<file path="src/rtl/tl_ul_master.sv">
// tl_ul_master
// Single-outstanding TileLink-UL initiator. A host command (read/write,
// 4-bit address, byte mask, 32-bit data) is turned into one channel-A
// request, and the matching channel-D beat becomes a host response. A
// response timeout stops a hung slave from stalling the host.
//
// Ports
//   clk, rst_n                 clock (rising edge), async active-low reset
//   req_valid/req_ready        host command handshake (ready only in IDLE)
//   req_write/addr/mask/wdata  host command fields
//   rsp_valid/rsp_ready        host response handshake (held until accepted)
//   rsp_rdata, rsp_err         response payload (rdata 0 for writes/errors)
//   a_valid/a_ready            channel-A handshake
//   a_opcode/mask/address/data channel-A payload (registered)
//   d_valid/d_ready            channel-D handshake (ready in IDLE and D_WAIT)
//   d_opcode, d_data           channel-D payload
//
// Every output comes straight from a flop. The handshake flags are loaded
// from the next-state decode, so they match the state register one cycle
// later without any path from inputs to outputs.
module tl_ul_master #(
  parameter int unsigned TIMEOUT = 255
) (
  input  logic        clk,
  input  logic        rst_n,
  input  logic        req_valid,
  output logic        req_ready,
  input  logic        req_write,
  input  logic [3:0]  req_addr,
  input  logic [3:0]  req_mask,
  input  logic [31:0] req_wdata,
  output logic        rsp_valid,
  input  logic        rsp_ready,
  output logic [31:0] rsp_rdata,
  output logic        rsp_err,
  output logic        a_valid,
  input  logic        a_ready,
  output logic [3:0]  a_opcode,
  output logic [3:0]  a_mask,
  output logic [3:0]  a_address,
  output logic [31:0] a_data,
  input  logic        d_valid,
  output logic        d_ready,
  input  logic [3:0]  d_opcode,
  input  logic [31:0] d_data
);

  typedef enum logic [1:0] {
    IDLE   = 2'd0,
    A_SEND = 2'd1,
    D_WAIT = 2'd2,
    RSP    = 2'd3
  } state_e;

  localparam logic [3:0] OP_PUT_FULL    = 4'd0;
  localparam logic [3:0] OP_PUT_PARTIAL = 4'd1;
  localparam logic [3:0] OP_GET         = 4'd4;
  localparam logic [3:0] OP_ACK         = 4'd0;
  localparam logic [3:0] OP_ACK_DATA    = 4'd1;
  localparam logic [7:0] TIMEOUT_LAST   = 8'(TIMEOUT - 32'd1);

  state_e      state_r;
  state_e      state_s;
  logic        write_r;
  logic [7:0]  cnt_r;
  logic        req_ready_r;
  logic        a_valid_r;
  logic        d_ready_r;
  logic        rsp_valid_r;
  logic        rsp_err_r;
  logic [31:0] rsp_rdata_r;
  logic [3:0]  a_opcode_r;
  logic [3:0]  a_mask_r;
  logic [3:0]  a_address_r;
  logic [31:0] a_data_r;

  logic        accept_s;
  logic        a_hs_s;
  logic        d_hs_s;
  logic        rsp_hs_s;
  logic        timeout_s;
  logic        d_match_s;
  logic        to_err_s;

  // Handshake, timeout and response-pairing decode.
  always_comb begin
    accept_s  = req_ready_r && req_valid;
    a_hs_s    = (state_r == A_SEND) && a_valid_r && a_ready;
    d_hs_s    = (state_r == D_WAIT) && d_ready_r && d_valid;
    rsp_hs_s  = (state_r == RSP) && rsp_valid_r && rsp_ready;
    // '>=' rather than '==' so an A handshake on the deadline edge still
    // times out in D_WAIT instead of waiting for the counter to wrap.
    timeout_s = ((state_r == A_SEND) || (state_r == D_WAIT)) &&
                (cnt_r >= TIMEOUT_LAST);
    if (write_r) begin
      d_match_s = (d_opcode == OP_ACK);
    end else begin
      d_match_s = (d_opcode == OP_ACK_DATA);
    end
    // A completion on the deadline edge wins over the timeout.
    to_err_s  = timeout_s && !a_hs_s && !d_hs_s;
  end

  // Next-state logic.
  always_comb begin
    state_s = state_r;
    case (state_r)
      IDLE: begin
        if (accept_s) state_s = A_SEND;
        else          state_s = IDLE;
      end
      A_SEND: begin
        if (a_hs_s)         state_s = D_WAIT;
        else if (to_err_s)  state_s = RSP;
        else                state_s = A_SEND;
      end
      D_WAIT: begin
        if (d_hs_s || to_err_s) state_s = RSP;
        else                    state_s = D_WAIT;
      end
      RSP: begin
        if (rsp_hs_s) state_s = IDLE;
        else          state_s = RSP;
      end
      default: state_s = IDLE;
    endcase
  end

  // State register and registered handshake flags (from next state).
  always_ff @(posedge clk or negedge rst_n) begin
    if (!rst_n) begin
      state_r     <= IDLE;
      req_ready_r <= 1'b0;
      a_valid_r   <= 1'b0;
      d_ready_r   <= 1'b0;
      rsp_valid_r <= 1'b0;
    end else begin
      state_r     <= state_s;
      req_ready_r <= (state_s == IDLE);
      a_valid_r   <= (state_s == A_SEND);
      d_ready_r   <= (state_s == IDLE) || (state_s == D_WAIT);
      rsp_valid_r <= (state_s == RSP);
    end
  end

  // Command capture into the channel-A registers.
  always_ff @(posedge clk or negedge rst_n) begin
    if (!rst_n) begin
      write_r     <= 1'b0;
      a_opcode_r  <= 4'd0;
      a_mask_r    <= 4'd0;
      a_address_r <= 4'd0;
      a_data_r    <= 32'd0;
    end else if (accept_s) begin
      write_r     <= req_write;
      a_mask_r    <= req_mask;
      a_address_r <= req_addr;
      if (!req_write) begin
        a_opcode_r <= OP_GET;
        a_data_r   <= 32'd0;
      end else if (req_mask == 4'hF) begin
        a_opcode_r <= OP_PUT_FULL;
        a_data_r   <= req_wdata;
      end else begin
        a_opcode_r <= OP_PUT_PARTIAL;
        a_data_r   <= req_wdata;
      end
    end
  end

  // Timeout counter: restarts on acceptance, saturates while waiting.
  always_ff @(posedge clk or negedge rst_n) begin
    if (!rst_n) begin
      cnt_r <= 8'd0;
    end else if (accept_s) begin
      cnt_r <= 8'd0;
    end else if (((state_r == A_SEND) || (state_r == D_WAIT)) && (cnt_r != 8'hFF)) begin
      cnt_r <= cnt_r + 8'd1;
    end
  end

  // Response capture from the D beat or the timeout abort.
  always_ff @(posedge clk or negedge rst_n) begin
    if (!rst_n) begin
      rsp_err_r   <= 1'b0;
      rsp_rdata_r <= 32'd0;
    end else if (d_hs_s) begin
      rsp_err_r   <= !d_match_s;
      rsp_rdata_r <= (d_match_s && !write_r) ? d_data : 32'd0;
    end else if (to_err_s) begin
      rsp_err_r   <= 1'b1;
      rsp_rdata_r <= 32'd0;
    end
  end

  assign req_ready = req_ready_r;
  assign a_valid   = a_valid_r;
  assign d_ready   = d_ready_r;
  assign rsp_valid = rsp_valid_r;
  assign rsp_err   = rsp_err_r;
  assign rsp_rdata = rsp_rdata_r;
  assign a_opcode  = a_opcode_r;
  assign a_mask    = a_mask_r;
  assign a_address = a_address_r;
  assign a_data    = a_data_r;

endmodule

</file>
<file path="config.mk">
export PLATFORM = sky130hd
export DESIGN_NAME = tl_ul_master
export DESIGN_NICKNAME = d
export VERILOG_FILES = /design/src/rtl/tl_ul_master.sv
export SDC_FILE = /design/constraint.sdc
export NUM_CORES = 1
export LEC_CHECK = 0
export ABC_CLOCK_PERIOD_IN_PS = 3150
export BUFFER_PORTS_ARGS = -buffer_cell sky130_fd_sc_hd__buf_4
export CAP_MARGIN = 25
export CORE_ASPECT_RATIO = 1.75
export CORE_MARGIN = 2
export CORE_UTILIZATION = 50
export CTS_BUF_LIST = sky130_fd_sc_hd__clkbuf_2 sky130_fd_sc_hd__clkbuf_4 sky130_fd_sc_hd__clkbuf_8
export CTS_CLUSTER_SIZE = 14
export DETAILED_ROUTE_END_ITERATION = 8
export GPL_ROUTABILITY_DRIVEN = 1
export GPL_TIMING_DRIVEN = 0
export PLACE_DENSITY = 0.94
export RECOVER_POWER = 25
export REMOVE_ABC_BUFFERS = 1
export SYNTH_ARGS = -nofsm -noshare
export SYNTH_HDL_FRONTEND = slang
export SYNTH_SLANG_ARGS = --single-unit
</file>
<file path="constraint.sdc">
create_clock -name clk -period 3.15 [get_ports clk]
set_input_delay 0.4725 -clock clk [delete_from_list [all_inputs] [get_ports clk]]
set_output_delay 0.4725 -clock clk [all_outputs]
set_load 0.03 [all_outputs]
</file>
==> results of run 1 <==
==> how the worst max path moves through the flow <==
stage               start            end  slack (ps)  cells past startpoint
3_5_place_dp   state_r[0]  rsp_rdata[15]         960                      7
5_1_grt        state_r[0]  rsp_rdata[15]         860                      7
6_report       state_r[0]  rsp_rdata[15]         960                      7
3_3_place_gp   state_r[0]  rsp_rdata[16]         580                      6
4_1_cts        state_r[0]  rsp_rdata[15]         950                      7
2_1_floorplan  state_r[0]  rsp_rdata[11]         890                      6
==> worst max-delay path, delay by kind of cell, from the launching register on <==
family | cells | cell delay, ps
DFF | 1 | 410
buffers and inverters | 2 | 310
AOI/OAI and AO/OA | 1 | 170
and+or+nand+nor | 3 | 970
adders and majority gates | 1 | 260
==> metrics by stage <==
step	util	hold WS, ps	cell area [µm²]	setup slack [ps]
floorplan	-	177	3590	895
global placement	0.683	452	4900	580
detailed placement	0.691	372	4960	961
CTS	0.720	284	5170	949
global route	0.719	290	5160	861
finish	0.719	296	5160	964
==> layer usage <==
layer / up-vias / routed length [µm] / GRT usage
li1: 1493 / - / -
met5: - / 0 / 0
met2: 156 / 5300 / 0.421
met3: 34 / 591 / 0.0625
met1: 1528 / 3680 / 0.288
met4: 0 / 483 / 0.140
==> report_power, final <==
group / internal [mW] / switching, mW
Sequential: 1.39 / 0.160
Combinational: 0.507 / 0.906
Clock: 0.395 / 0.386
Total: 2.30 / 1.45
==> cells in the final DEF, fill, tap and decap left out, drive strengths merged, types with 3 or more instances in the layout <==
cell type  Yosys  routed
ha             6       6
inv            7       8
and2           5       5
dfrtp         90      90
nand4          4       4
clkbuf        11      13
a21oi          3       3
xnor2          3       3
xor2           3       3
buf           13     162
a22o          32      32
nor2           8       8
nand2         97      97
nand3         36      36
==> cell type report <==
type / count / share of cell area
clock buffer: 12 / 0.0283
clock inverter: 4 / 0.00993
inverter: 7 / 0.00509
multi-input combinational: 227 / 0.254
sequential: 90 / 0.436
tap: 86 / 0.0208
timing repair buffer: 164 / 0.246
==> sequential cells by signal, indices dropped and copies added (netlist names) <==
register	cells
a_address	4
a_data	32
a_mask	4
a_opcode	2
a_valid	1
cnt_r	8
d_ready	1
req_ready	1
rsp_err	1
rsp_rdata	32
rsp_valid	1
state_r	2
write_r	1
==> logic make-up after synthesis <==
family / count (synthesis) / share of synthesized area
AO/OA/AOI/OAI: 52 / 0.119
adder cells (fa/ha/maj): 6 / 0.0202
AND/OR/NAND/NOR: 161 / 0.197
flip-flops: 90 / 0.606
buffers and inverters: 31 / 0.0424
other: 1 / 0.00101
XOR/XNOR: 6 / 0.0142
==> results, run 1 <==
- The flow ran to the end, and the final reports show no timing, DRC or antenna violations.
- After clock tree synthesis, the setup repair step added 0 buffers.
- The global routing usage summed across all routing layers is 0.250.
- The first global-routing pass estimated 16.1 mm of wire.
- Yosys mapped a number of flops with a built-in enable equal to 0.
- After clock tree synthesis, the clock-pin slew on the worst setup and hold paths is 90 ps.
- The number of resized instances in the post-cts repair step is 0.
- The design draws 3.75 mW.
- The maximum level of the CTS H-tree is 3.
- The total power divided by cell area is 726 mW/mm².
- The startpoint identified for the worst register-to-register timing path is state_r[0].
- The via count of the first global-routing pass is 3,243.
- The smallest clock period supported by the final layout is computed as 2190 ps.
- For this run, the leading register cell type out of synthesis is sky130_fd_sc_hd__dfrtp_1.
- The share of the Yosys chip area taken by registers is 0.606.
- The worst min-delay path class is in2reg.
- The vias per cell is 5.44.
- The critical path data required time is 3440 ps.
- The path with the worst hold slack has its endpoint at a_address[2].
- The timing-limited maximum frequency is 0.457 GHz.
- In the synthesized netlist the async set-or-reset flop fraction comes to 1.00.
- Counting along the longest clock path gives a buffer depth of 2.
- The most frequent cell after synthesis is sky130_fd_sc_hd__nand2_1.
- The area of the multi-input gates is 0.00131 mm².
- The register bit total from synthesis is 90.
- The later pin in the worst-skew pair is clocked with a latency of 360 ps.
- The largest net degree at the start of global routing is 73.
- The cell area after synthesis is 0.00371 mm².
- The pre-antenna-repair detailed-routing pass consisted of 5 iterations.
- Synthesis produced 347 cells.
- The leakage power is 2.80 nW.
- The number of antenna violations at the first check in global routing is 0.
- In the final timing run, aggregate negative setup slack is 0 ps.
- The tree is rooted in a sky130_fd_sc_hd__clkbuf_8.
- The final setup violation count is 0.
- The floorplan has 41 rows.
- For this configuration, the core starts out at a cell density of 0.517.
- The die footprint is 0.00816 mm².
- After synthesis, the mean cell area works out to 10.7 µm².
- The type of element capturing the critical path is a flip-flop.
- Along the worst path, the maximum fanout reaches 27.
- 0 antenna diodes ended up in the layout.
- The number of DRC markers in iteration 0 is 250.
- The overall die height is 118 µm.
- The longest individual stage delay on the worst path is 460 ps.
- By count the netlist is led by sky130_fd_sc_hd__nand2_1 (97), sky130_fd_sc_hd__dfrtp_1 (90), sky130_fd_sc_hd__nand3_1 (36).
- Counting tap cells, the placed design contains a total of 573 instances.
- The number of buffer cells added on primary ports is 161.
- The core area is 0.00718 mm².
- Summed over all layers, the routed wires come to 10.1 mm.
- For flop-to-flop paths, the worst setup slack is 960 ps.
- From synthesis to final layout, the design area changed by 39.1%.
- Once detailed placement completed, the half-perimeter wirelength came to 7.21 mm.
- The transition time at the pin with the least slew margin is 1180 ps.
- The number of vias after detailed routing is 3,211.
- The startpoint class of the critical path is a flip-flop.
- TritonCTS built the clock tree.
- Of the post-synthesis cell area, the dominant cell type holds 0.606.
- The total global routing overflow is 0.
- The final instance count without filler cells is 590.
- After the last flow step, the layout net total stands at 588.
- The biggest area consumer among synthesized cells is sky130_fd_sc_hd__dfrtp_1.
- The final worst clock skew is 13.5 ps.
- The die is 69.1 µm wide.
- Setup repair after global routing left no endpoint under its margin.
- The DRC violation count after routing is 0.
- The count of nets left with antenna violations once routing finished came out at 0.
- Clock tree synthesis inserted a total of 9 buffers.
- Walking the worst path, the cells encountered are inv_1 > ha_1 > nand3_1 > or4_4 > nor3b_4 > buf_16 > a22o_2.
- The congestion estimate from routability-driven global placement came to 0.834.
- The number of filler instances in the final layout is 496.
- The tightest slew margin relative to the limit is 0.215.
- The number of distinct library cell variants in the gate-level netlist after synthesis is 42.
- In this run the critical register-to-register path is captured at rsp_rdata[15].
- Measured in cells, the most critical reg-to-reg path has a length of 7.
- The max capacitance violation total is 0.
- The ratio of final minimum period to clock period is 0.694.
- The maximum ir drop on the vdd rail is 0.659 mV.
- The number of pins exceeding their max-slew limit in the final report is 0.
- The sequential cells in the finished layout cover a total of 0.00225 mm².
- The critical path is of the reg2reg type.
- The count of hold buffers inserted by post-cts repair is 1.
- For this design, the slowest cell found on the critical path is sky130_fd_sc_hd__or4_4.
- The number of clock sinks is 90.
- The ratio of cells with drive above 1 in the final layout is 0.385.
- At the worst endpoint, the arrival time is 2480 ps.
- Pin placement for this block handled 164 I/O pins.
- In the post-synthesis netlist, the biggest area contributors are sky130_fd_sc_hd__dfrtp_1 (61%), sky130_fd_sc_hd__nand2_1 (9.8%), sky130_fd_sc_hd__a22o_1 (5.7%).
- The Yosys step of the flow raised 0 warnings.
- The hold violation total from the final report is 0.
- Counting instances, the worst hold path has a depth of 3.
- After detailed routing, the average wire length per cell comes to 17.0 µm.
- The startpoint identified for the worst hold timing path is req_addr[2].
No activity file was read; power rests on OpenSTA's default activity.
==> run 2: changes to the inputs <==
--- a/config.mk
+++ b/config.mk
@@ -5,18 +5,19 @@
 export SDC_FILE = /design/constraint.sdc
 export NUM_CORES = 1
 export LEC_CHECK = 0
-export ABC_CLOCK_PERIOD_IN_PS = 3150
+export ABC_AREA = 1
+export ABC_CLOCK_PERIOD_IN_PS = 1850
 export BUFFER_PORTS_ARGS = -buffer_cell sky130_fd_sc_hd__buf_4
 export CAP_MARGIN = 25
 export CORE_ASPECT_RATIO = 1.75
 export CORE_MARGIN = 2
-export CORE_UTILIZATION = 50
+export CORE_UTILIZATION = 44
 export CTS_BUF_LIST = sky130_fd_sc_hd__clkbuf_2 sky130_fd_sc_hd__clkbuf_4 sky130_fd_sc_hd__clkbuf_8
 export CTS_CLUSTER_SIZE = 14
 export DETAILED_ROUTE_END_ITERATION = 8
 export GPL_ROUTABILITY_DRIVEN = 1
 export GPL_TIMING_DRIVEN = 0
-export PLACE_DENSITY = 0.94
+export PLACE_DENSITY = 0.88
 export RECOVER_POWER = 25
 export REMOVE_ABC_BUFFERS = 1
 export SYNTH_ARGS = -nofsm -noshare
==> constraint.sdc (replaced) <==
create_clock -name clk -period 1.85 [get_ports clk]
set_input_delay 0.2775 -clock clk [delete_from_list [all_inputs] [get_ports clk]]
set_output_delay 0.2775 -clock clk [all_outputs]
set_load 0.03 [all_outputs]
==> results, run 2 <==
- The worst setup slack for register-to-register paths is 80 ps (-880 ps).
- The warning count from the yosys run is 0 (unchanged).
- The total half-perimeter wirelength after legalization and detailed placement is 7.28 mm (+0.96%).
- The TritonCTS clock tree is done.
- The clock buffer count from CTS is 9 (unchanged).
- The final worst hold slack was 114 ps (-182 ps).
- The ratio of final minimum period to clock period is 0.956 (+0.262).
- The sequential-to-total area share from yosys stat is 0.604 (-0.00244).
- The synthesized area per cell was 10.1 µm² (-5.3%).
- The share of async-settable or async-resettable flops after synthesis came to 1.00 (unchanged).
- The number of DRC markers in iteration 0 came to 156 (-38%).
- The leakage power was 2.90 nW (+3.4%).
- Setup repair after global routing could not meet its margin everywhere.
- The biggest area consumer among synthesized cells is sky130_fd_sc_hd__dfrtp_1.
- The post-route met1 wirelength is 3.90 mm (+6.0%).
- In the synthesized netlist, the cells that appear most often are sky130_fd_sc_hd__dfrtp_1 (90), sky130_fd_sc_hd__nand2_1 (73), sky130_fd_sc_hd__nand3_1 (70).
- The total global routing overflow is 0 (unchanged).
- The standard-cell row count is 44 (+7.3%).
- The DRC violation count after routing was 0 (unchanged).
- The number of flops mapped to enable cells by yosys is 0 (unchanged).
- The residual antenna-violating net count after detailed routing is 0 (unchanged).
- The run finished with clean final reports.
- The area of all sequential standard cells is 0.00225 mm² (unchanged).
- The routed wire length on met3 was 693 µm (+17%).
- The placer's final routability congestion estimate came to 0.814 (-2.4%).
- The routed wire length is 10.6 mm (+5.6%).
- The number of pins exceeding their max-slew limit in the final report came to 0 (unchanged).
- The wire length of the first global-routing pass is 16.8 mm (+4.7%).
- The largest net degree at the start of global routing is 56 (-23%).
- The tightest slew margin relative to the limit is 0.316 (+0.101).
- The worst hold path stage count is 3 (unchanged).
- The number of vias after detailed routing came to 3,337 (+3.9%).
- The cell area after synthesis is 0.00373 mm² (+0.40%).
- The number of distinct library cell variants in the gate-level netlist after synthesis is 30 (-29%).
- The routed length on met2 is 5.73 mm (+8.1%).
- The proportion of netlist area held by the largest area contributor is 0.604 (-0.00244).
- The endpoint arrival time on the critical path is 2050 ps (-430 ps).
- The post-CTS clock slew at the launch and capture registers of the worst setup and hold paths was 80 ps (about the same).
- The timing-limited maximum frequency is 0.566 GHz (+24%).
- The gate count of the mapped netlist is 368 (+6.1%).
- The aggregate negative setup slack is 0 ps (unchanged).
- The number of nets in the finished design is 618 (+5.1%).
- The maximum level of the CTS H-tree was 3 (unchanged).
- The number of antenna violations at the first check in global routing came to 0 (unchanged).
- The global routing usage summed across all routing layers came to 0.238 (-0.0122).
- The total I/O pin count is 164 (unchanged).
- The critical path data required time is 2130 ps (-1310 ps).
- The worst setup path is launched from a flip-flop.
- The number of iterations in the first detailed-routing pass was 4 (-1).
- The number of filler instances in the final layout was 669 (+35%).
- The overall power came to 7.50 mW (+100%).
- The overall die height is 126 µm (+6.6%).
- The area of the multi-input gates is 0.00134 mm² (+2.4%).
- The depth of the most critical reg-to-reg path is 8 (+1).
- The worst-case hold path end point is a_address[3].
- The min-delay analysis places its worst path in the category in2reg.
- The die span in x is 73.6 µm (+6.4%).
- The launch instance of the worst min-delay path is req_addr[3].
- In the synthesized netlist the dominant register cell turns out to be sky130_fd_sc_hd__dfrtp_1.
- The most common cell in the synthesized netlist is sky130_fd_sc_hd__dfrtp_1.
- The hold violation total from the final report came to 0 (unchanged).
- The worst-skew pair later-pin latency was 360 ps (about the same).
- The final period demand of the worst path is 1770 ps (-418 ps).
- The adder-cell area share of the yosys netlist came to 0.0201 (-0.0000814).
- The number of clock sinks is 90 (unchanged).
- The core area is 0.00826 mm² (+15%).
- The vias per cell is 5.33 (-2.1%).
- The via count of the first global-routing pass is 3,377 (+4.1%).
- The ratio of cells with drive above 1 in the final layout is 0.376 (-0.00852).
- In the post-synthesis netlist, the biggest area contributors are sky130_fd_sc_hd__dfrtp_1 (60%), sky130_fd_sc_hd__nand3_1 (9.4%), sky130_fd_sc_hd__a22o_1 (7.5%).
- The final setup violation count is 0 (unchanged).
- The share of cell area taken by muxes after synthesis is 0 (unchanged).
- The maximum ir drop on the vdd rail came to 0.877 mV (+33%).
- The top fanout value on the critical path is 18 (-33%).
- The transition time at the pin with the least slew margin is 1030 ps (-152 ps).
- The simple logic cell fraction of the synthesized area is 0.214 (+0.0170).
- The number of buffer cells added on primary ports was 161 (unchanged).
- The final worst clock skew is 10.9 ps (-2.65 ps).
- The area fraction in compound gates after synthesis is 0.105 (-0.0142).
- The library cells used most frequently in the layout, excluding fill and tap cells, are sky130_fd_sc_hd__buf_4 (164), sky130_fd_sc_hd__dfrtp_1 (90), sky130_fd_sc_hd__nand2_1 (72), sky130_fd_sc_hd__nand3_1 (69), sky130_fd_sc_hd__a22o_1 (32).
- After synthesis, the largest family of logic cells by area is simple AND/OR/NAND/NOR gates.
- From synthesis to final layout, the design area changed by 42.2%.
- The count of antenna diodes in the layout is 0 (unchanged).
- The total placed cells including tap cells is 602 (+5.1%).
- The total power divided by cell area came to 1410 mW/mm² (+95%).
- The type of element capturing the critical path is a flip-flop.
- The initial core utilization is 0.452 (-0.0656).
- The area share of xor/xnor cells in the synthesized design is 0 (-0.0142).
- The die footprint is 0.00926 mm² (+13%).
- The library cell used most frequently in the layout, excluding fill and tap cells, is sky130_fd_sc_hd__buf_4.
- The register bit total from synthesis is 90 (unchanged).
- The library cell used as clock root buffer is sky130_fd_sc_hd__clkbuf_8.
- The buffer depth of the longest clock path is 2 (unchanged).
- The final instance count without filler cells was 626 (+6.1%).
- The highest metal layer with signal wires is met4.
- The max capacitance violation total is 0 (unchanged).
- The path type of the worst setup path is reg2reg.
- The endpoint identified for the worst register-to-register timing path is rsp_rdata[23].
- In this run the critical register-to-register path is launched from state_r[0].
- The average wire per cell in the routed design came to 17.0 µm (-0.44%).
==> run 2: worst max-delay path by stage <==
stage,from,end,cells past startpoint
2_1_floorplan,state_r[0],rsp_err,6
3_3_place_gp,state_r[0],rsp_err,6
3_5_place_dp,state_r[0],rsp_rdata[15],7
4_1_cts,state_r[0],rsp_rdata[15],8
5_1_grt,state_r[0],rsp_rdata[23],8
6_report,state_r[0],rsp_rdata[23],8
==> run 2: report_power, final <==
part	internal [mW]	switching, mW	leakage (nW)
combinational	1.20	2.04	1.60
clock	0.663	0.690	0.103
sequential	2.52	0.379	1.19
total	4.39	3.11	2.90
==> run 2: worst max-delay path, cell delays in order, from the launching register on <==
cell	delay, ps
sky130_fd_sc_hd__dfrtp_1	420
sky130_fd_sc_hd__inv_1	90
sky130_fd_sc_hd__ha_2	280
sky130_fd_sc_hd__nand3_4	140
sky130_fd_sc_hd__nor4_4	250
sky130_fd_sc_hd__buf_4	160
sky130_fd_sc_hd__buf_8	150
sky130_fd_sc_hd__nand3_1	90
sky130_fd_sc_hd__nand2_1	120
==> run 2: area by class of cell <==
type / count / area share
clock buffers: 10 / 0.0260
clock inverters: 6 / 0.0123
inverters: 25 / 0.0182
multi-input cells: 234 / 0.253
flip-flops and latches: 90 / 0.425
well taps: 92 / 0.0217
repair buffers: 169 / 0.244
==> run 2: cells by family after synthesis <==
kind of cell	Yosys count
adder cells (fa/ha/maj)	6
AND/OR/NAND/NOR	172
AO/OA/AOI/OAI	52
other	1
flip-flops	90
buffers and inverters	47
==> run 2: timing repair <==
item	in CTS	in global routing
buffers inserted	5	0
endpoints found under the hold margin	39	0
hold buffers	1	0
pin swaps	3	0
resized for setup	5	7
setup endpoints to repair	71	62
gates cloned	2	0
==> run 2: per-layer routing <==
metal	vias up	GRT usage
met2	144	0.402
met5	-	0
li1	1568	-
met3	21	0.0640
met1	1604	0.274
met4	0	0.108
==> run 2: through the flow <==
stage,utilization,instance area [µm²],setup WS [ps]
2_1_floorplan,-,3620,-405
3_3_place_gp,0.598,4940,-950
3_5_place_dp,0.603,4980,-509
4_1_cts,0.640,5290,21.5
5_1_grt,0.642,5300,-30.1
6_report,0.642,5300,81.7
